<file path="src/rtl/sevenseg_value_decoder.sv">
// Digit-serial decoder: active-low seven-segment pattern bank -> binary seconds, MSD first.
// Latency NUM_OF_7SEGS+1 cycles from start to done pulse; no backpressure, start ignored unless idle.
module sevenseg_value_decoder #(
  parameter int SECONDS_WIDTH = 10,
  parameter int NUM_OF_7SEGS  = 4
) (
  input  logic                        clk,
  input  logic                        async_reset,
  input  logic                        start,
  input  logic [NUM_OF_7SEGS*8-1:0]   seconds_passed_7segs,
  output logic                        busy,
  output logic                        done,
  output logic                        error,
  output logic [SECONDS_WIDTH-1:0]    seconds_value
);

  localparam int BUS_W = NUM_OF_7SEGS * 8;
  localparam int ACC_W = SECONDS_WIDTH + 4;
  localparam int CNT_W = (NUM_OF_7SEGS > 1) ? $clog2(NUM_OF_7SEGS) : 1;

  localparam logic [ACC_W-1:0] ACC_MAX  = {4'b0000, {SECONDS_WIDTH{1'b1}}};
  localparam logic [ACC_W-1:0] ACC_TEN  = ACC_W'(10);
  localparam logic [CNT_W-1:0] CNT_LAST = CNT_W'(NUM_OF_7SEGS - 1);

  localparam logic [1:0] ST_IDLE   = 2'd0;
  localparam logic [1:0] ST_DECODE = 2'd1;
  localparam logic [1:0] ST_DONE   = 2'd2;

  logic [1:0]       state;
  logic [BUS_W-1:0] shift_reg;
  logic [CNT_W-1:0] cnt;
  logic [ACC_W-1:0] acc;
  logic             inv_flag;
  logic             ovf_flag;

  logic [7:0]       digit_pat;
  logic             dec_valid;
  logic [3:0]       dec_digit;
  logic [ACC_W-1:0] acc_sum;
  logic             ovf_now;
  logic [ACC_W-1:0] acc_nxt;
  logic             inv_nxt;
  logic             ovf_nxt;

  // Decimal point (bit 7) must be off; anything outside the table is invalid.
  always_comb begin
    dec_valid = 1'b1;
    dec_digit = 4'd0;
    case (digit_pat)
      8'hC0:   dec_digit = 4'd0;
      8'hF9:   dec_digit = 4'd1;
      8'hA4:   dec_digit = 4'd2;
      8'hB0:   dec_digit = 4'd3;
      8'h99:   dec_digit = 4'd4;
      8'h92:   dec_digit = 4'd5;
      8'h82:   dec_digit = 4'd6;
      8'hF8:   dec_digit = 4'd7;
      8'h80:   dec_digit = 4'd8;
      8'h90:   dec_digit = 4'd9;
      default: dec_valid = 1'b0;
    endcase
  end

  assign digit_pat = shift_reg[BUS_W-1 -: 8];
  assign acc_sum   = acc * ACC_TEN + ACC_W'(dec_digit);
  assign ovf_now   = acc_sum > ACC_MAX;
  assign acc_nxt   = ovf_now ? ACC_MAX : acc_sum;
  assign inv_nxt   = inv_flag | ~dec_valid;
  assign ovf_nxt   = ovf_flag | ovf_now;

  assign busy  = (state == ST_DECODE);
  assign done  = (state == ST_DONE);
  assign error = done & (inv_flag | ovf_flag);

  always_ff @(posedge clk) begin
    if (async_reset) begin
      state         <= ST_IDLE;
      shift_reg     <= '0;
      cnt           <= '0;
      acc           <= '0;
      inv_flag      <= 1'b0;
      ovf_flag      <= 1'b0;
      seconds_value <= '0;
    end else begin
      case (state)
        ST_IDLE: begin
          if (start) begin
            shift_reg <= seconds_passed_7segs;
            cnt       <= '0;
            acc       <= '0;
            inv_flag  <= 1'b0;
            ovf_flag  <= 1'b0;
            state     <= ST_DECODE;
          end
        end
        ST_DECODE: begin
          shift_reg <= shift_reg << 8;
          cnt       <= cnt + CNT_W'(1);
          acc       <= acc_nxt;
          inv_flag  <= inv_nxt;
          ovf_flag  <= ovf_nxt;
          // Result is registered on the last digit so it lines up with the done cycle.
          if (cnt == CNT_LAST) begin
            state <= ST_DONE;
            if (inv_nxt)
              seconds_value <= '0;
            else if (ovf_nxt)
              seconds_value <= '1;
            else
              seconds_value <= acc_nxt[SECONDS_WIDTH-1:0];
          end
        end
        ST_DONE: state <= ST_IDLE;
        default: state <= ST_IDLE;
      endcase
    end
  end

endmodule

</file>
<file path="config.mk">
export PLATFORM = sky130hd
export DESIGN_NAME = sevenseg_value_decoder
export DESIGN_NICKNAME = d
export VERILOG_FILES = /design/src/rtl/sevenseg_value_decoder.sv
export SDC_FILE = /design/constraint.sdc
export NUM_CORES = 1
export LEC_CHECK = 0
export CAP_MARGIN = 25
export CORE_UTILIZATION = 40
export CTS_CLUSTER_SIZE = 8
export DETAILED_ROUTE_END_ITERATION = 8
export PLACE_DENSITY = 0.57
export RECOVER_POWER = 50
export SYNTH_ARGS = -nofsm -noshare
export SYNTH_HDL_FRONTEND = slang
export SYNTH_SLANG_ARGS = --single-unit
</file>
<file path="constraint.sdc">
create_clock -name clk -period 4.1 [get_ports clk]
set_input_delay 0.615 -clock clk [delete_from_list [all_inputs] [get_ports clk]]
set_output_delay 0.615 -clock clk [all_outputs]
set_load 0.01 [all_outputs]
</file>
==> implementation parameters, run 1 <==
Parameter                              Value

Status
  Result of the run ... finished with violations
  Violated checks ... max-capacitance violations, max-slew violations

Cells and area
  Area taken by multi-input logic gates ... 0.00210 mm^2
  Filler cell count ... 799
  Layout Area Growth over Synthesis ... 20.4%
  Register area ... 0.00122 mm^2
  Number of antenna cells inserted ... 0
  Final cell utilization of the core ... 0.503
  Fraction of final layout cells with drive strength greater than 1 ... 0.0853
  Net total in the final layout ... 512
  Flip-flop count of the largest register, all copies and words added ... 32

Place
  Number of I/O port buffers ... 47
  HPWL after detailed placement ... 6.29 mm
  Routability-driven placement congestion ratio ... 0.855

Timing
  Share of the clock period used by the worst path after layout ... 0.906
  Number of setup violations in the final report ... 0
  Shortest period the worst path allows ... 3710 ps
  Aggregate negative setup slack ... 0 ps
  Count of final max-slew check failures ... 33
  Max transition margin ... -0.174
  Highest clock frequency the design can meet ... 269 MHz
  Setup repair after global routing missed its margin ... no
  Worst clock skew on the final layout ... 11.4 ps
  Worst-Margin Slew ... 1760 ps
  Hold violation total from the final report ... 0

Synthesis
  Post-synth EDFFs ... 0
  Dominant register cell in the synthesized netlist ... dfxtp_1
  Most frequently used cell type in the post-synthesis netlist ... dfxtp_1
  Number of nets in the synthesized netlist ... 476
  Sequential area share after synthesis ... 0.350
  Flip-flop and latch count after synthesis ... 61
  Mean post-synth cell area ... 8.38 um^2
  Commonest cells in the synthesized netlist ... dfxtp_1 (61), nand2_1 (54), nor2_1 (48)
  Cell area after synthesis ... 0.00348 mm^2
  Synth unique cells ... 57
  Cells after Synth ... 416
  Fraction of registers with async set or reset after synthesis ... 0
  Area contributors post-synth ... dfxtp_1 (35%), ha_1 (8.3%), a311oi_1 (6.8%)
  Area share of the leading cell type in the synthesized netlist ... 0.350
  Cell type with the highest aggregate area in the netlist ... dfxtp_1
  Synth warn ... 0

GRT
  Number of global-route vias before repair ... 2837
  Largest net degree at the start of global routing ... 43
  Total routing usage reported by global routing ... 0.206
  Antenna violations before repair ... 0
  Total global routing overflow ... 0
  Global-route wire length before repair ... 14.5 mm

Floorplanning
  Die area ... 0.00909 mm^2
  Initial cell density of the core ... 0.418
  Die X ... 95.3 um
  Placement Rows ... 33
  Die Y ... 95.3 um
  Total core area ... 0.00834 mm^2
  Number of top-level pins ... 48

Flow run
  Max-Cap Viols ... 1

Critical path
  Worst-path maximum fanout ... 7
  Longest individual stage delay on the worst path ... 590 ps
  Kind of critical path ... reg -> reg
  CP endpoint kind ... flop
  Highest-delay cell along the critical path ... or4_1
  CP cell instances ... or4_1 > nor3b_2 > a21oi_1 > o21ai_0 > ha_1 > inv_1 > fa_1 > nor2b_1 > o2111ai_1 > nor4_2 > nand4_1 > or3_4 > a311oi_1 > o21ai_1
  Data arrival at the endpoint of the critical path ... 3940 ps
  Endpoint required time on the critical path ... 4330 ps
  Critical path startpoint category ... flop

Routing
  Post-DR vias/cell ... 5.71
  Vias ... 3208
  Detailed-route wire length per cell ... 15.6 um
  Starting DRT DRC Count ... 133
  Post-detailed-route DRC marker count ... 0
  First drt pass iteration count ... 4
  Antenna viol nets, final ... 0
  Drt total wl ... 8.78 mm

Pwr
  Static power due to leakage ... 1.71 nW
  IR drop worst, VDD ... 0.000193 V
  Final Total Pwr ... 1.80 mW
  P per Cell Area ... 428 mW/mm^2

Clock tree
  CTS Root Buffer Type ... clkbuf_8
  Hold buffer count at cts ... 0
  Number of CTS-inserted buffers ... 9
  Insertion delay to the later sink of the worst-skew pair ... 350 ps
  H-Tree Depth ... 3
  CTS clk-pin slew, worst paths ... 80 ps
  Resized cells post-CTS ... 0
  CTS tree ... yes
  Deepest clock path buffer count ... 2
  Setup Buffers After CTS ... 0
  Clock tree sinks ... 61

Hold path
  Class of the tightest hold or removal check ... reg -> reg
[through the flow]
step | setup WS, ps | hold slack, ps | instances | instance area [um^2]
6_report | 386 | 449 | 562 | 4200
3_5_place_dp | 209 | 443 | 546 | 4010
4_1_cts | 197 | 457 | 562 | 4190
3_3_place_gp | 293 | 439 | 546 | 4010
5_1_grt | 59.9 | 475 | 562 | 4200
2_1_floorplan | 416 | 444 | 416 | 3480
[routing by layer]
| layer | up-vias | wire [um] | track usage |
|---|---|---|---|
| met1 | 1534 | 4600 | 0.319 |
| met5 | - | 0 | 0 |
| li1 | 1616 | - | - |
| met4 | 0 | 112 | 0.0694 |
| met3 | 8 | 236 | 0.0335 |
| met2 | 50 | 3840 | 0.282 |
[power by group]
part | leakage, nW | total [mW] | switching [mW] | internal, mW
clock network | 0.0937 | 0.484 | 0.262 | 0.222
registers | 0.501 | 0.706 | 0.0615 | 0.645
logic | 1.11 | 0.605 | 0.357 | 0.249
[critical path: cells and delay by family, from the launching register on]
| family | cells | cell delay, ps |
|---|---|---|
| AO/OA/AOI/OAI | 5 | 820 |
| adder cells (fa/ha/maj) | 2 | 620 |
| AND/OR/NAND/NOR | 6 | 1740 |
| flip-flops | 1 | 370 |
| buffers and inverters | 1 | 60 |
[worst paths after layout]
check / slack [ps] / cells past startpoint / start / to
hold / removal: 450 / 2 / seconds_value[9] / seconds_value[9]
setup / recovery: 390 / 14 / shift_reg[26] / seconds_value[1]
setup reg to reg: 390 / 14 / shift_reg[26] / seconds_value[1]
hold reg to reg: 450 / 2 / seconds_value[9] / seconds_value[9]
[logic make-up after synthesis]
family	after synthesis	synth area share
simple gates	143	0.195
compound gates	131	0.277
flops	61	0.350
buf+inv	43	0.0510
fa+ha+maj	25	0.0941
xor+xnor	13	0.0327
[placed cells by master, fill, tap and decap left out, types with 3 or more instances in the layout]
| cell | count |
|---|---|
| inv_1 | 14 |
| dfxtp_1 | 61 |
| and3_1 | 4 |
| o22ai_1 | 3 |
| dlygate4sd3_1 | 11 |
| nor3_1 | 5 |
| o21ai_0 | 5 |
| ha_1 | 23 |
| nor2b_1 | 3 |
| a32oi_1 | 4 |
| xor2_1 | 8 |
| buf_4 | 5 |
| a211oi_1 | 9 |
| o21ai_1 | 7 |
| xnor2_1 | 5 |
| a31oi_1 | 3 |
| a22oi_1 | 9 |
| a21o_1 | 3 |
| a21oi_1 | 30 |
| nand3_1 | 3 |
| nor2_1 | 48 |
| a2bb2oi_1 | 5 |
| clkdlybuf4s50_1 | 36 |
| nand4_1 | 4 |
| clkinv_2 | 3 |
| a2111oi_0 | 3 |
| nand2_1 | 54 |
| clkbuf_8 | 9 |
| o221a_2 | 6 |
| a311oi_1 | 27 |
| o31ai_1 | 3 |
| nand2b_1 | 4 |
[area by class of cell]
class                   count  share of cell area
flip-flops and latches     61               0.291
clock inverters             7              0.0119
inverters                  15              0.0134
multi-input cells         312               0.501
well taps                 105              0.0313
repair buffers             53               0.122
clock buffers               9              0.0295
No activity file was read; power rests on OpenSTA's default activity.
==> run 2: changes to the inputs <==
--- a/config.mk
+++ b/config.mk
@@ -6,10 +6,12 @@
 export NUM_CORES = 1
 export LEC_CHECK = 0
 export CAP_MARGIN = 25
+export CORE_ASPECT_RATIO = 0.5
+export CORE_MARGIN = 2
 export CORE_UTILIZATION = 40
 export CTS_CLUSTER_SIZE = 8
 export DETAILED_ROUTE_END_ITERATION = 8
-export PLACE_DENSITY = 0.57
+export PLACE_DENSITY = 0.73
 export RECOVER_POWER = 50
 export SYNTH_ARGS = -nofsm -noshare
 export SYNTH_HDL_FRONTEND = slang
==> run 2 against run 1 <==
The flow still finishes with violations (max-capacitance violations, max-slew violations). Via count shrank 1.2%. Sequential share of layout area shrank 0.82 points. Cell area grew 2.9%. Clock skew shrank 0.82 ps. Critical path depth is the same. Combinational power shrank 0.7%. Non-clock buffer count shrank 1. Register-to-register slack lost 30 ps. Die area grew 4.7%. Hold slack lost 8.4 ps.
==> implementation parameters, run 2 (synthesis results as in run 1) <==
Parameter                              Value

Clock tree
  Setup Buffers After CTS ... 0 (unchanged)
  Number of CTS-inserted buffers ... 9 (unchanged)
  Deepest clock path buffer count ... 2 (unchanged)
  CTS tree ... yes (unchanged)
  H-Tree Depth ... 3 (unchanged)
  Hold buffer count at cts ... 0 (unchanged)
  Clock tree sinks ... 61 (unchanged)
  CTS clk-pin slew, worst paths ... 50 ps (was 80 ps)
  CTS Root Buffer Type ... clkbuf_16 (was clkbuf_8)
  Insertion delay to the later sink of the worst-skew pair ... 330 ps (was 350 ps)

Routing
  Antenna viol nets, final ... 0 (unchanged)
  Drt total wl ... 8.37 mm (was 8.78 mm)
  Vias ... 3171 (was 3208)
  Detailed-route wire length per cell ... 14.6 um (was 15.6 um)
  Post-detailed-route DRC marker count ... 0 (unchanged)
  First drt pass iteration count ... 5 (was 4)
  Starting DRT DRC Count ... 224 (was 133)
  Post-DR vias/cell ... 5.54 (was 5.71)

Critical path
  Data arrival at the endpoint of the critical path ... 3950 ps (was 3940 ps)
  Cell depth of the worst flop-to-flop path ... 14 (unchanged)
  Stages on worst setup path ... 14 (unchanged)
  Longest individual stage delay on the worst path ... 580 ps (was 590 ps)
  Critical path startpoint category ... flop (unchanged)
  CP endpoint kind ... flop (unchanged)
  Worst reg-to-reg setup slack ... 360 ps (was 390 ps)
  Kind of critical path ... reg -> reg (unchanged)
  Source of the worst register-to-register timing path ... shift_reg[26] (unchanged)
  CP cell instances ... or4_1 > nor3b_2 > a21oi_1 > o21ai_0 > ha_1 > inv_1 > fa_1 > nor2b_1 > o2111ai_1 > nor4_2 > nand4_1 > or3_4 > a311oi_1 > o21ai_1 (unchanged)
  Kind of cell with the highest combined delay on the critical path ... simple AND/OR/NAND/NOR gates (unchanged)
  Worst-path maximum fanout ... 7 (unchanged)
  Highest-delay cell along the critical path ... or4_1 (unchanged)
  Combined buffer and inverter count along the critical path ... 1 (unchanged)
  Endpoint required time on the critical path ... 4300 ps (was 4330 ps)
  Critical R2R Capture ... seconds_value[1] (unchanged)

Timing
  Max transition margin ... -0.121 (was -0.174)
  Share of the clock period used by the worst path after layout ... 0.913 (was 0.906)
  Setup repair after global routing missed its margin ... no (unchanged)
  Aggregate negative setup slack ... 0 ps (unchanged)
  Shortest period the worst path allows ... 3740 ps (was 3710 ps)
  Worst-Margin Slew ... 1680 ps (was 1760 ps)
  Highest clock frequency the design can meet ... 267 MHz (was 269 MHz)
  Worst clock skew on the final layout ... 10.6 ps (was 11.4 ps)
  Hold violation total from the final report ... 0 (unchanged)
  Count of final max-slew check failures ... 33 (unchanged)
  Number of setup violations in the final report ... 0 (unchanged)

Floorplanning
  Number of top-level pins ... 48 (unchanged)
  Die Y ... 70 um (was 95.3 um)
  Die area ... 0.00952 mm^2 (was 0.00909 mm^2)
  Die X ... 136 um (was 95.3 um)
  Placement Rows ... 24 (was 33)
  Initial cell density of the core ... 0.406 (was 0.418)
  Total core area ... 0.00859 mm^2 (was 0.00834 mm^2)

Place
  Number of I/O port buffers ... 47 (unchanged)
  HPWL after detailed placement ... 5.91 mm (was 6.29 mm)
  Area after detailed placement ... 0.00402 mm^2 (was 0.00401 mm^2)
  Routability-driven placement congestion ratio ... 0.873 (was 0.855)

Cells and area
  Fraction of final layout cells with drive strength greater than 1 ... 0.0769 (was 0.0853)
  Number of antenna cells inserted ... 0 (unchanged)
  Most frequent cells in the layout ... dfxtp_1 (61), nand2_1 (54), nor2_1 (48) (unchanged)
  Flip-flop count of the largest register, all copies and words added ... 32 (unchanged)
  Net total in the final layout ... 511 (was 512)
  Filler cell count ... 832 (was 799)
  Layout Area Growth over Synthesis ... 23.9% (was 20.4%)
  Final cell utilization of the core ... 0.503 (about the same)
  Final Instance Area ... 0.00432 mm^2 (was 0.00420 mm^2)
  Most common library cell in the layout ignoring fill and taps ... dfxtp_1 (unchanged)

Hold path
  Hold path endpoint ... seconds_value[3] (was seconds_value[9])
  Hold Startpoint ... seconds_value[3] (was seconds_value[9])
  Class of the tightest hold or removal check ... reg -> reg (unchanged)
  Cells on Worst Hold Path ... 2 (unchanged)

Status
  Result of the run ... finished with violations (unchanged)
  Violated checks ... max-capacitance violations, max-slew violations (unchanged)

GRT
  Met3 layer usage reported by global route ... 0.0639 (was 0.0335)
  Met2 Track Usage GR ... 0.288 (was 0.282)
  Global Route met1 Usage ... 0.253 (was 0.319)
  Largest net degree at the start of global routing ... 43 (unchanged)
  Global route hottest layer ... met2 (was met1)
  Number of global-route vias before repair ... 2950 (was 2837)
  Total global routing overflow ... 0 (unchanged)
  Global-route wire length before repair ... 14.2 mm (was 14.5 mm)
  Total routing usage reported by global routing ... 0.190 (was 0.206)
  Antenna violations before repair ... 0 (unchanged)

Pwr
  Internal cell power ... 1.38 mW (was 1.12 mW)
  Static power due to leakage ... 1.75 nW (was 1.71 nW)
  P per Cell Area ... 475 mW/mm^2 (was 428 mW/mm^2)
  Net Switching ... 0.673 mW (was 0.680 mW)
  IR drop worst, VDD ... 0.000229 V (was 0.000193 V)
  Share of total power consumed by net switching ... 0.328 (was 0.379)
  Relative contribution of the clock network to total power ... 0.362 (was 0.269)
  Sequential cell fraction of total power ... 0.345 (was 0.393)
  Combinational power share ... 0.293 (was 0.337)

Flow run
  Max-Cap Viols ... 1 (unchanged)
-- run 2: metal layers --
metal,wire length [um],vias up
met4,120,0
met5,0,-
met1,4050,1461
met2,3720,85
li1,-,1614
met3,474,11
-- run 2: worst max-delay path by stage --
stage / start / to
floorplan: shift_reg[26] / seconds_value[3]
global placement: shift_reg[26] / seconds_value[1]
detailed placement: shift_reg[26] / seconds_value[9]
CTS: shift_reg[26] / seconds_value[9]
global route: shift_reg[26] / seconds_value[3]
finish: shift_reg[26] / seconds_value[1]
-- run 2: area by class of cell --
class / count / area [um^2] / share of cell area
inverters: 15 / 56.3 / 0.0130
repair buffers: 52 / 500 / 0.116
clock buffers: 11 / 243 / 0.0562
clock inverters: 4 / 48.8 / 0.0113
flip-flops and latches: 61 / 1220 / 0.283
multi-input cells: 312 / 2100 / 0.487
well taps: 117 / 146 / 0.0339
-- run 2: power groups by stage --
stage               combinational [mW]  clock, mW  sequential (mW)
floorplan                        0.472          0            0.692
global placement                 0.583          0            0.718
detailed placement               0.588          0            0.719
CTS                              0.595      0.757            0.707
global route                     0.676      0.779            0.716
finish                           0.601      0.742            0.707
-- run 2: repair_timing --
| action | in CTS | in global routing |
|---|---|---|
| endpoints found under the hold margin | 0 | 0 |
| setup endpoints to repair | 0 | 21 |
| gates resized for setup | 0 | 3 |
-- run 2: worst min-delay path: stages, from the launching register on --
cell     delay (ps)
dfxtp_1         300
nand2_1          50
o21ai_1          50
-- run 2: stage by stage --
| step | cells | hold slack [ps] | total power [mW] | worst slack [ps] |
|---|---|---|---|---|
| 3_5_place_dp | 557 | 444 | 1.31 | 180 |
| 6_report | 572 | 441 | 2.05 | 355 |
| 5_1_grt | 572 | 465 | 2.17 | 107 |
| 3_3_place_gp | 557 | 442 | 1.30 | 322 |
| 2_1_floorplan | 416 | 444 | 1.16 | 416 |
| 4_1_cts | 572 | 450 | 2.06 | 147 |
==> run 3: changes to the inputs <==
--- a/config.mk
+++ b/config.mk
@@ -8,11 +8,12 @@
 export CAP_MARGIN = 25
 export CORE_ASPECT_RATIO = 0.5
 export CORE_MARGIN = 2
-export CORE_UTILIZATION = 40
+export CORE_UTILIZATION = 55
 export CTS_CLUSTER_SIZE = 8
 export DETAILED_ROUTE_END_ITERATION = 8
-export PLACE_DENSITY = 0.73
+export PLACE_DENSITY = 0.92
 export RECOVER_POWER = 50
+export REMOVE_ABC_BUFFERS = 1
 export SYNTH_ARGS = -nofsm -noshare
 export SYNTH_HDL_FRONTEND = slang
 export SYNTH_SLANG_ARGS = --single-unit
==> run 3 against run 2 <==
The flow still finishes with violations (max-capacitance violations, max-slew violations). Largest cell class unchanged. Power is 1.7% lower. Wire length up 4.7%. Core utilization is 20 points higher. Final cell count fell by 4.7%. Clock skew shrank 4.6 ps. Hold slack better by 3.0 ps. Critical path depth is the same. Cell area shrank 1.2%. Largest power group is now sequential cells. Clock power is 8.2% lower. Setup slack worse by 140 ps.
==> implementation parameters, run 3 (synthesis results as in run 1) <==
Parameter                              Value

Status
  Result of the run ... finished with violations (unchanged)
  Violated checks ... max-capacitance violations, max-slew violations (unchanged)

Timing
  Share of the clock period used by the worst path after layout ... 0.947 (was 0.913)
  Aggregate negative setup slack ... 0 ps (unchanged)
  Shortest period the worst path allows ... 3880 ps (was 3740 ps)
  Worst-Margin Slew ... 1830 ps (was 1680 ps)
  Worst clock skew on the final layout ... 5.97 ps (was 10.6 ps)
  Hold violation total from the final report ... 0 (unchanged)
  Post-Route Hold Slack ... 444 ps (was 441 ps)
  Max transition margin ... -0.220 (was -0.121)
  Number of setup violations in the final report ... 0 (unchanged)
  Setup repair after global routing missed its margin ... no (unchanged)
  Highest clock frequency the design can meet ... 257 MHz (was 267 MHz)
  Count of final max-slew check failures ... 33 (unchanged)
  Worst Slack Setup Final ... 216 ps (was 355 ps)

Cells and area
  Fraction of final layout cells with drive strength greater than 1 ... 0.0810 (was 0.0769)
  Final Instance Area ... 0.00426 mm^2 (was 0.00432 mm^2)
  Filler cell count ... 493 (was 832)
  Net total in the final layout ... 512 (was 511)
  Most common library cell in the layout ignoring fill and taps ... dfxtp_1 (unchanged)
  Most frequent cells in the layout ... dfxtp_1 (61), nand2_1 (54), nor2_1 (48) (unchanged)
  Layout Area Growth over Synthesis ... 22.4% (was 23.9%)
  Area taken by multi-input logic gates ... 0.00210 mm^2 (about the same)
  Register area ... 0.00122 mm^2 (unchanged)
  Flip-flop count of the largest register, all copies and words added ... 32 (unchanged)
  Number of antenna cells inserted ... 0 (unchanged)
  Final cell utilization of the core ... 0.698 (was 0.503)

Routing
  Post-detailed-route DRC marker count ... 0 (unchanged)
  Drt total wl ... 8.77 mm (was 8.37 mm)
  Detailed-route wire length per cell ... 16.1 um (was 14.6 um)
  Antenna viol nets, final ... 0 (unchanged)
  Vias ... 3346 (was 3171)
  DR WL met3 ... 642 um (was 474 um)
  Routed length on met1 ... 3.96 mm (was 4.05 mm)
  Post-DR vias/cell ... 6.14 (was 5.54)
  First drt pass iteration count ... 5 (unchanged)
  Starting DRT DRC Count ... 236 (was 224)
  Uppermost metal layer occupied by signal nets ... met4 (unchanged)
  Routed length on met2 ... 4.01 mm (was 3.72 mm)

Critical path
  Worst-path maximum fanout ... 7 (unchanged)
  Critical path startpoint category ... flop (unchanged)
  Kind of critical path ... reg -> reg (unchanged)
  Data arrival at the endpoint of the critical path ... 4090 ps (was 3950 ps)
  Endpoint required time on the critical path ... 4300 ps (about the same)
  CP endpoint kind ... flop (unchanged)

Floorplanning
  Die Y ... 60.3 um (was 70 um)
  Die X ... 117 um (was 136 um)
  Total core area ... 0.00611 mm^2 (was 0.00859 mm^2)
  Initial cell density of the core ... 0.571 (was 0.406)
  Number of top-level pins ... 48 (unchanged)
  Placement Rows ... 20 (was 24)
  Die area ... 0.00703 mm^2 (was 0.00952 mm^2)

Flow run
  Max-Cap Viols ... 1 (unchanged)

Place
  Number of I/O port buffers ... 47 (unchanged)
  DP Worst Slack ... 249 ps (was 180 ps)
  Routability-driven placement congestion ratio ... 0.909 (was 0.873)
  HPWL after detailed placement ... 5.71 mm (was 5.91 mm)
  Area after detailed placement ... 0.00399 mm^2 (was 0.00402 mm^2)

GRT
  Total routing usage reported by global routing ... 0.265 (was 0.190)
  Total global routing overflow ... 0 (unchanged)
  Largest net degree at the start of global routing ... 44 (was 43)
  Antenna violations before repair ... 0 (unchanged)
  Number of global-route vias before repair ... 3009 (was 2950)
  Global-route wire length before repair ... 14.3 mm (was 14.2 mm)

Clock tree
  Deepest clock path buffer count ... 2 (unchanged)
  Number of CTS-inserted buffers ... 9 (unchanged)
  Resized cells post-CTS ... 0 (unchanged)
  CTS Root Buffer Type ... clkbuf_16 (unchanged)
  Setup Buffers After CTS ... 0 (unchanged)
  H-Tree Depth ... 3 (unchanged)
  CTS tree ... yes (unchanged)
  CTS clk-pin slew, worst paths ... 50 ps (about the same)
  Clock tree sinks ... 61 (unchanged)
  Hold buffer count at cts ... 0 (unchanged)
  Insertion delay to the later sink of the worst-skew pair ... 330 ps (about the same)

Pwr
  Static power due to leakage ... 1.74 nW (was 1.75 nW)
  P per Cell Area ... 472 mW/mm^2 (was 475 mW/mm^2)
  IR drop worst, VDD ... 0.000243 V (was 0.000229 V)

Hold path
  Class of the tightest hold or removal check ... reg -> reg (unchanged)
## run 3: critical path, stage by stage (launching register included)
cell and delay [ps]:
dfxtp_1 360, or4_1 570, nor3b_1 270, a21oi_1 100, o21ai_0 170, ha_1 250
inv_1 70, fa_1 400, nor2b_1 160, o2111ai_1 190, nor4_2 260, nand4_1 160
or3_4 410, a311oi_1 290, o21ai_1 80
## run 3: per-stage QoR
step	std cells	total power, mW
CTS	545	1.99
global placement	529	1.30
global route	545	2.10
detailed placement	529	1.31
floorplan	388	1.13
finish	545	2.01
## run 3: metal layers
| layer | vias up | global-route usage |
|---|---|---|
| met4 | 0 | 0.0941 |
| met5 | - | 0 |
| met3 | 18 | 0.0639 |
| met1 | 1571 | 0.342 |
| met2 | 132 | 0.439 |
| li1 | 1625 | - |
## run 3: final cells by class
cell class                 instances  share of cell area
clock buffer                      10              0.0537
clock inverter                     6             0.00910
inverter                          15              0.0132
multi-input combinational        312               0.492
sequential                        61               0.286
tap                               88              0.0258
timing repair buffer              53               0.120
## run 3: where the power goes
part	internal, mW	switching (mW)	total, mW
combinational	0.252	0.370	0.622
sequential	0.646	0.0655	0.712
clock	0.407	0.274	0.681
total	1.31	0.709	2.01
## run 3: worst paths after layout
| check | to | slack [ps] | cells after the start | start |
|---|---|---|---|---|
| max reg2reg | seconds_value[2] | 220 | 14 | shift_reg[26] |
| max | seconds_value[2] | 220 | 14 | shift_reg[26] |
| min | seconds_value[9] | 440 | 2 | seconds_value[9] |
| min reg2reg | seconds_value[9] | 440 | 2 | seconds_value[9] |
==> variant 1: new RTL, flow settings as in run 1 <==
Register the inputs `start` and `seconds_passed_7segs` before use, with the module's reset. The logic sees them one clock later. Comments in the files are not updated.
--- a/src/rtl/sevenseg_value_decoder.sv
+++ b/src/rtl/sevenseg_value_decoder.sv
@@ -27,2 +27,15 @@
   localparam logic [1:0] ST_DONE   = 2'd2;
+
+  logic start_q;
+  logic [NUM_OF_7SEGS*8-1:0] seconds_passed_7segs_q;
+
+  always_ff @(posedge clk) begin
+    if (async_reset) begin
+      start_q                <= '0;
+      seconds_passed_7segs_q <= '0;
+    end else begin
+      start_q                <= start;
+      seconds_passed_7segs_q <= seconds_passed_7segs;
+    end
+  end
 
@@ -86,4 +99,4 @@
         ST_IDLE: begin
-          if (start) begin
-            shift_reg <= seconds_passed_7segs;
+          if (start_q) begin
+            shift_reg <= seconds_passed_7segs_q;
             cnt       <= '0;
Behaviour: not the same (a bounded check fails within 4 cycles, from zero or initial values and one cycle with async_reset high).
==> variant 1 against run 1 <==
The run still ends with max-capacitance violations, max-slew violations left; sequential power increased by 42%; setup slack gained 0.25 ns; sequential share of layout area increased by 7.5 points; fmax up 7.1%; design area grew 23%; synthesized cell count up 19%; hold slack lost 0.0068 ns; area after synthesis is 26% higher; total power up 12%; largest power group unchanged; via count rose by 12%; wire length is 8.7% higher; final cell count rose by 18%; sequential cell count rose by 33; critical path type unchanged.
==> variant 1: results (changes against run 1) <==
The run gives 42.7% (was 35.0%) as the part of the Yosys area used for sequential elements. The half-perimeter wire length of the detailed placement result is 6.58 mm (was 6.29 mm). The leakage component of the power is 1.99 nW (was 1.71 nW), and the via count is 3,584 (was 3,208).

The largest net degree at the start of global routing is 65 (was 43). The logs give 0 (unchanged) for the post-CTS setup-driven buffer insertion count and -49.9% (was -17.4%) for the worst slew margin relative to its limit. The layout cell share with drive strength beyond 1 is 6.81% (was 8.53%), and the total track usage is 17.6% (was 20.6%). For the number of pins with negative max-slew slack in the final report, the log shows 54 (was 33).

The post-synthesis compound-gate area fraction works out to 20.8% (was 27.7%). The worst-case reg-to-reg path depth works out to 11 (was 14). The termination of the worst setup path is acc[7]$_SDFFE_PP0P_ (was seconds_value[1]$_SDFFE_PP0P_). The type of the worst min-delay path is flop to flop (unchanged). The initial antenna violation count was 0 (unchanged). The tools report the cell at the root of the clock tree as clkbuf_8 (unchanged). The tools report the type of element launching the critical path as a flop (unchanged). The flow ran to the end, but the final reports show violations.

The max-capacitance violation count is 1 (unchanged), and the number of nets in the layout is 585 (was 512). The unique cell type count in the Yosys netlist was 54 (was 57); the setup slack of the most critical reg-to-reg path was 0.63 ns (was 0.39 ns). The violation count after the first detailed-routing iteration is 145 (was 133). Most instantiated cells after synthesis: dfxtp_1 (94), nand2_1 (76), nor2_1 (49), nor2b_1 (36), a21oi_1 (31) (was dfxtp_1 (61), nand2_1 (54), nor2_1 (48), a21oi_1 (30), a311oi_1 (27)). The clock latency at the later pin of the worst-skew pair came out at 0.35 ns (about the same).

The run gives 1,017 (was 799) as the filler cell count in the final layout. Via count of the first global-routing pass: 3,399 (was 2,837). The post-route clock skew came out at 0.00648 ns (was 0.0114 ns). The worst flop-to-flop path endpoint is acc[7]$_SDFFE_PP0P_ (was seconds_value[1]$_SDFFE_PP0P_).

Average detailed-routed wire length per instance: 14.4 µm (was 15.6 µm). The synthesized-area fraction occupied by xor and xnor cells came out at 2.58% (was 3.27%). Beginning of the worst register-to-register path: acc[1]$_SDFFE_PP0P_ (was shift_reg[26]$_SDFFE_PP0P_).

The peak ir drop on the vdd network was 240 µV (was 193 µV); the synthesized net count was 557 (was 476). Top area cells in the synthesized netlist: dfxtp_1 (43%), ha_1 (6.5%), nand2_1 (6.5%) (was dfxtp_1 (35%), ha_1 (8.3%), a311oi_1 (6.8%)). Violations in the final reports: max-capacitance violations, max-slew violations (unchanged). The post-synthesis adder-cell area fraction is 7.44% (was 9.41%), and the placer congestion estimate is 0.831 (was 0.855). The tools report the first-pass GRT wire length as 15.9 mm (was 14.5 mm). The critical-path maximum fanout is 21 (was 7), and the arrival time reported for the critical path endpoint is 3.60 ns (was 3.94 ns).
variant 1: cell count changes after synthesis, sizes merged, moves of 7 or more:
| cell | before | now |
|---|---|---|
| a22oi | 9 | 2 |
| nand3 | 5 | 13 |
| dfxtp | 61 | 94 |
| inv | 14 | 7 |
| nor2b | 3 | 36 |
| nand2 | 54 | 76 |
variant 1: final cells by class:
class / count / area share [%]
clock inverter: 6 / 1.87
multi-input combinational: 361 / 45.6
sequential: 94 / 36.6
timing repair buffer: 52 / 9.68
clock buffer: 9 / 2.41
tap: 136 / 3.31
inverter: 7 / 0.511
variant 1: through the flow:
stage	hold WS, ns	instance area (µm²)	util [%]	std cells	setup slack (ns)
2_1_floorplan	0.417	4410	-	497	0.996
3_3_place_gp	0.425	4930	46.9	650	0.783
3_5_place_dp	0.428	4930	46.9	650	0.711
4_1_cts	0.443	5150	49.0	665	0.687
5_1_grt	0.458	5140	48.9	665	0.422
6_report	0.442	5140	48.9	665	0.632
variant 1: power by group:
group	internal, mW	leakage [nW]	switching [mW]	total (mW)
Combinational	0.142	1.11	0.193	0.335
Clock	0.347	0.107	0.331	0.677
Sequential	0.963	0.773	0.0357	0.999
variant 1: routing by layer:
layer,global-route usage (%),vias up,wire (µm)
met5,0,-,0
met4,6.07,0,162
met3,4.32,15,351
met2,30.4,80,4630
met1,21.1,1671,4400
li1,-,1818,-
variant 1: cells by family after synthesis:
| family | count (synthesis) |
|---|---|
| simple gates | 202 |
| compound gates | 121 |
| flops | 94 |
| buf+inv | 42 |
| fa+ha+maj | 25 |
| xor+xnor | 13 |
variant 1: worst max-delay path: stages (launching register included):
cell      delay [ns]
dfxtp_1         0.35
ha_1            0.30
ha_1            0.24
fa_1            0.43
a211oi_2        0.30
nor3_1          0.15
nand4b_4        0.20
nor2_1          0.14
or4b_4          0.49
o41ai_4         0.20
buf_4           0.31
a311oi_1        0.13
variant 1: how the worst min path moves through the flow:
stage,start,to,slack [ns],cells after the start
after floorplan,seconds_passed_7segs_q[0]$_SDFF_PP0_,shift_reg[0]$_SDFFE_PP0P_,0.42,2
after global placement,seconds_passed_7segs_q[3]$_SDFF_PP0_,shift_reg[3]$_SDFFE_PP0P_,0.42,2
after detailed placement,seconds_passed_7segs_q[4]$_SDFF_PP0_,shift_reg[4]$_SDFFE_PP0P_,0.43,2
after CTS,seconds_passed_7segs_q[4]$_SDFF_PP0_,shift_reg[4]$_SDFFE_PP0P_,0.44,2
after global routing,seconds_passed_7segs_q[2]$_SDFF_PP0_,shift_reg[2]$_SDFFE_PP0P_,0.46,2
final,seconds_passed_7segs_q[1]$_SDFF_PP0_,shift_reg[1]$_SDFFE_PP0P_,0.44,2
==> variant 2: new RTL, flow settings as in run 1 <==
Without the edit above. Set the parameter `NUM_OF_7SEGS` to 2 (it was 4).
--- a/src/rtl/sevenseg_value_decoder.sv
+++ b/src/rtl/sevenseg_value_decoder.sv
@@ -4,3 +4,3 @@
   parameter int SECONDS_WIDTH = 10,
-  parameter int NUM_OF_7SEGS  = 4
+  parameter int NUM_OF_7SEGS  = 2
 ) (
Ports: changed (resized seconds_passed_7segs); port bits go from 48 to 32. The function was not compared with the original's and may differ.
==> variant 2 against run 1 <==
The flow finishes with violations (design-rule violations); wire length is 24% lower; sequential cell count is 17 lower; design area is 24% lower; total power is 9.2% lower; highest routed layer unchanged; critical path type unchanged; area after synthesis is 21% lower; count of clock-buffer cells in the layout is 3 lower; global-route usage is 0.58 points lower; final cell count is 21% lower; setup slack better by 0.20 ns.
==> variant 2: results (changes against run 1) <==
The type of the worst min-delay path was flop to flop (unchanged). The H-tree depth reported by CTS is 2 (was 3), and the internal cell power is 0.947 mW (was 1.12 mW). The logs give 4.88 mm (was 6.29 mm) for the half-perimeter wire length of the detailed placement result and 11.6 mm (was 14.5 mm) for the first-pass GRT wire length. The tools report the instance count after placement with tap cells included as 435 (was 546). The via density per instance was 5.57 (was 5.71). The run gives 0.30 ns (was 0.35 ns) as the clock latency at the later pin of the worst-skew pair.

The logs give 20.0% (was 20.6%) for the total track usage and 198 µV (was 193 µV) for the peak ir drop on the vdd network. The share of synthesized flip-flops with an asynchronous set or reset was 0% (unchanged); the total inserted antenna cells was 0 (unchanged). The run gives 0.910 (was 0.855) as the placer congestion estimate. The arrival time reported for the critical path endpoint was 3.68 ns (was 3.94 ns); the initial antenna violation count was 0 (unchanged). The average detailed-routed wire length per instance is 15.0 µm (was 15.6 µm).

The number of nets in the layout is 408 (was 512), and the synthesized net count is 385 (was 476). The post-detailed-route DRC marker count was 5 (was 0). For the unique cell type count in the Yosys netlist, the log shows 47 (was 57).

The transition time at the pin with the least slew margin was 0.764 ns (was 1.76 ns). The clock buffer count from CTS was 5 (was 9); the number of flip-flops under the largest register name was 16 (was 32). Violations in the final reports: design-rule violations (was max-capacitance violations, max-slew violations). The tools report the part of the Yosys area used for sequential elements as 32.1% (was 35.0%). For the leakage component of the power, the log shows 1.29 nW (was 1.71 nW). Cell count after synthesis: 342 (was 416). The critical-path maximum fanout works out to 21 (was 7). Routed wire length: 6.65 mm (was 8.78 mm). The tools report the violation count after the first detailed-routing iteration as 130 (was 133).

Top area cells in the synthesized netlist: dfxtp_1 (32%), ha_1 (10%), a21oi_1 (5.8%) (was dfxtp_1 (35%), ha_1 (8.3%), a311oi_1 (6.8%)). The flow ran to the end, but the final reports show violations. For the number of gates resized after CTS, the log shows 0 (unchanged).

The first-pass iteration count of the detailed router was 7 (was 4); the layout cell share with drive strength beyond 1 was 4.92% (was 8.53%). The tools report the cell at the root of the clock tree as clkbuf_8 (unchanged). Most instantiated cells after synthesis: dfxtp_1 (44), nor2_1 (42), nand2_1 (38), a21oi_1 (32), ha_1 (22) (was dfxtp_1 (61), nand2_1 (54), nor2_1 (48), a21oi_1 (30), a311oi_1 (27)). The logs give 24 (was 43) for the largest net degree at the start of global routing and 0.00948 ns (was 0.0114 ns) for the post-route clock skew. The via count of the first global-routing pass came out at 2,410 (was 2,837). The number of buffer cells added on primary ports works out to 31 (was 47).

For the filler cell count in the final layout, the log shows 643 (was 799).
## variant 2: per-stage QoR
| stage | hold WS (ns) | area, µm² | setup WS [ns] |
|---|---|---|---|
| final | 0.467 | 3200 | 0.584 |
| after detailed placement | 0.451 | 3100 | 0.624 |
| after global placement | 0.446 | 3100 | 0.754 |
| after CTS | 0.467 | 3210 | 0.606 |
| after global routing | 0.491 | 3200 | 0.161 |
| after floorplan | 0.434 | 2740 | 0.987 |
## variant 2: worst max-delay path, stage by stage (launching register included)
cell       delay, ns
dfxtp_1         0.43
inv_1           0.11
nor4_1          0.33
a31oi_1         0.07
o21ai_0         0.20
ha_1            0.21
inv_1           0.06
fa_1            0.40
nor2b_1         0.17
o2111ai_1       0.19
nor3_1          0.18
nand2_1         0.17
nor3b_1         0.23
o21ai_1         0.11
a21oi_2         0.13
buf_4           0.27
a32oi_1         0.13
## variant 2: final timing paths
| kind | start | slack, ns | cells after the start | to |
|---|---|---|---|---|
| setup / recovery | shift_reg[9]$_SDFFE_PP0P_ | 0.58 | 16 | seconds_value[9]$_SDFFE_PP0P_ |
| hold / removal | seconds_value[9]$_SDFFE_PP0P_ | 0.47 | 2 | seconds_value[9]$_SDFFE_PP0P_ |
| setup reg to reg | shift_reg[9]$_SDFFE_PP0P_ | 0.58 | 16 | seconds_value[9]$_SDFFE_PP0P_ |
| hold reg to reg | seconds_value[9]$_SDFFE_PP0P_ | 0.47 | 2 | seconds_value[9]$_SDFFE_PP0P_ |
## variant 2: power by group through the flow
| stage | Sequential (mW) | Clock, mW | Combinational (mW) |
|---|---|---|---|
| floorplan | 0.530 | 0 | 0.586 |
| global placement | 0.562 | 0 | 0.728 |
| detailed placement | 0.563 | 0 | 0.732 |
| CTS | 0.553 | 0.343 | 0.743 |
| global route | 0.563 | 0.364 | 0.829 |
| finish | 0.552 | 0.339 | 0.740 |
## variant 2: layer usage
| layer | track usage [%] | up-vias | wire [µm] | share of wire (%) |
|---|---|---|---|---|
| li1 | - | 1268 | - | - |
| met1 | 25.9 | 1146 | 3200 | 48 |
| met2 | 35.3 | 48 | 3200 | 48 |
| met3 | 3.34 | 5 | 192 | 2.9 |
| met4 | 4.16 | 0 | 49 | 0.74 |
| met5 | 0 | - | 0 | 0 |
## variant 2: area by class of cell
class	count	area share, %
multi-input combinational	271	54.7
clock buffer	6	2.26
sequential	44	27.5
inverter	8	0.937
tap	77	3.01
timing repair buffer	35	10.5
clock inverter	2	1.09
## variant 2: cells by family after synthesis
kind of cell,after synthesis,share of synthesized area (%)
buf+inv,27,3.97
fa+ha+maj,24,11.5
flops,44,32.1
simple gates,127,22.9
compound gates,102,23.7
mux,1,0.365
xor+xnor,17,5.43
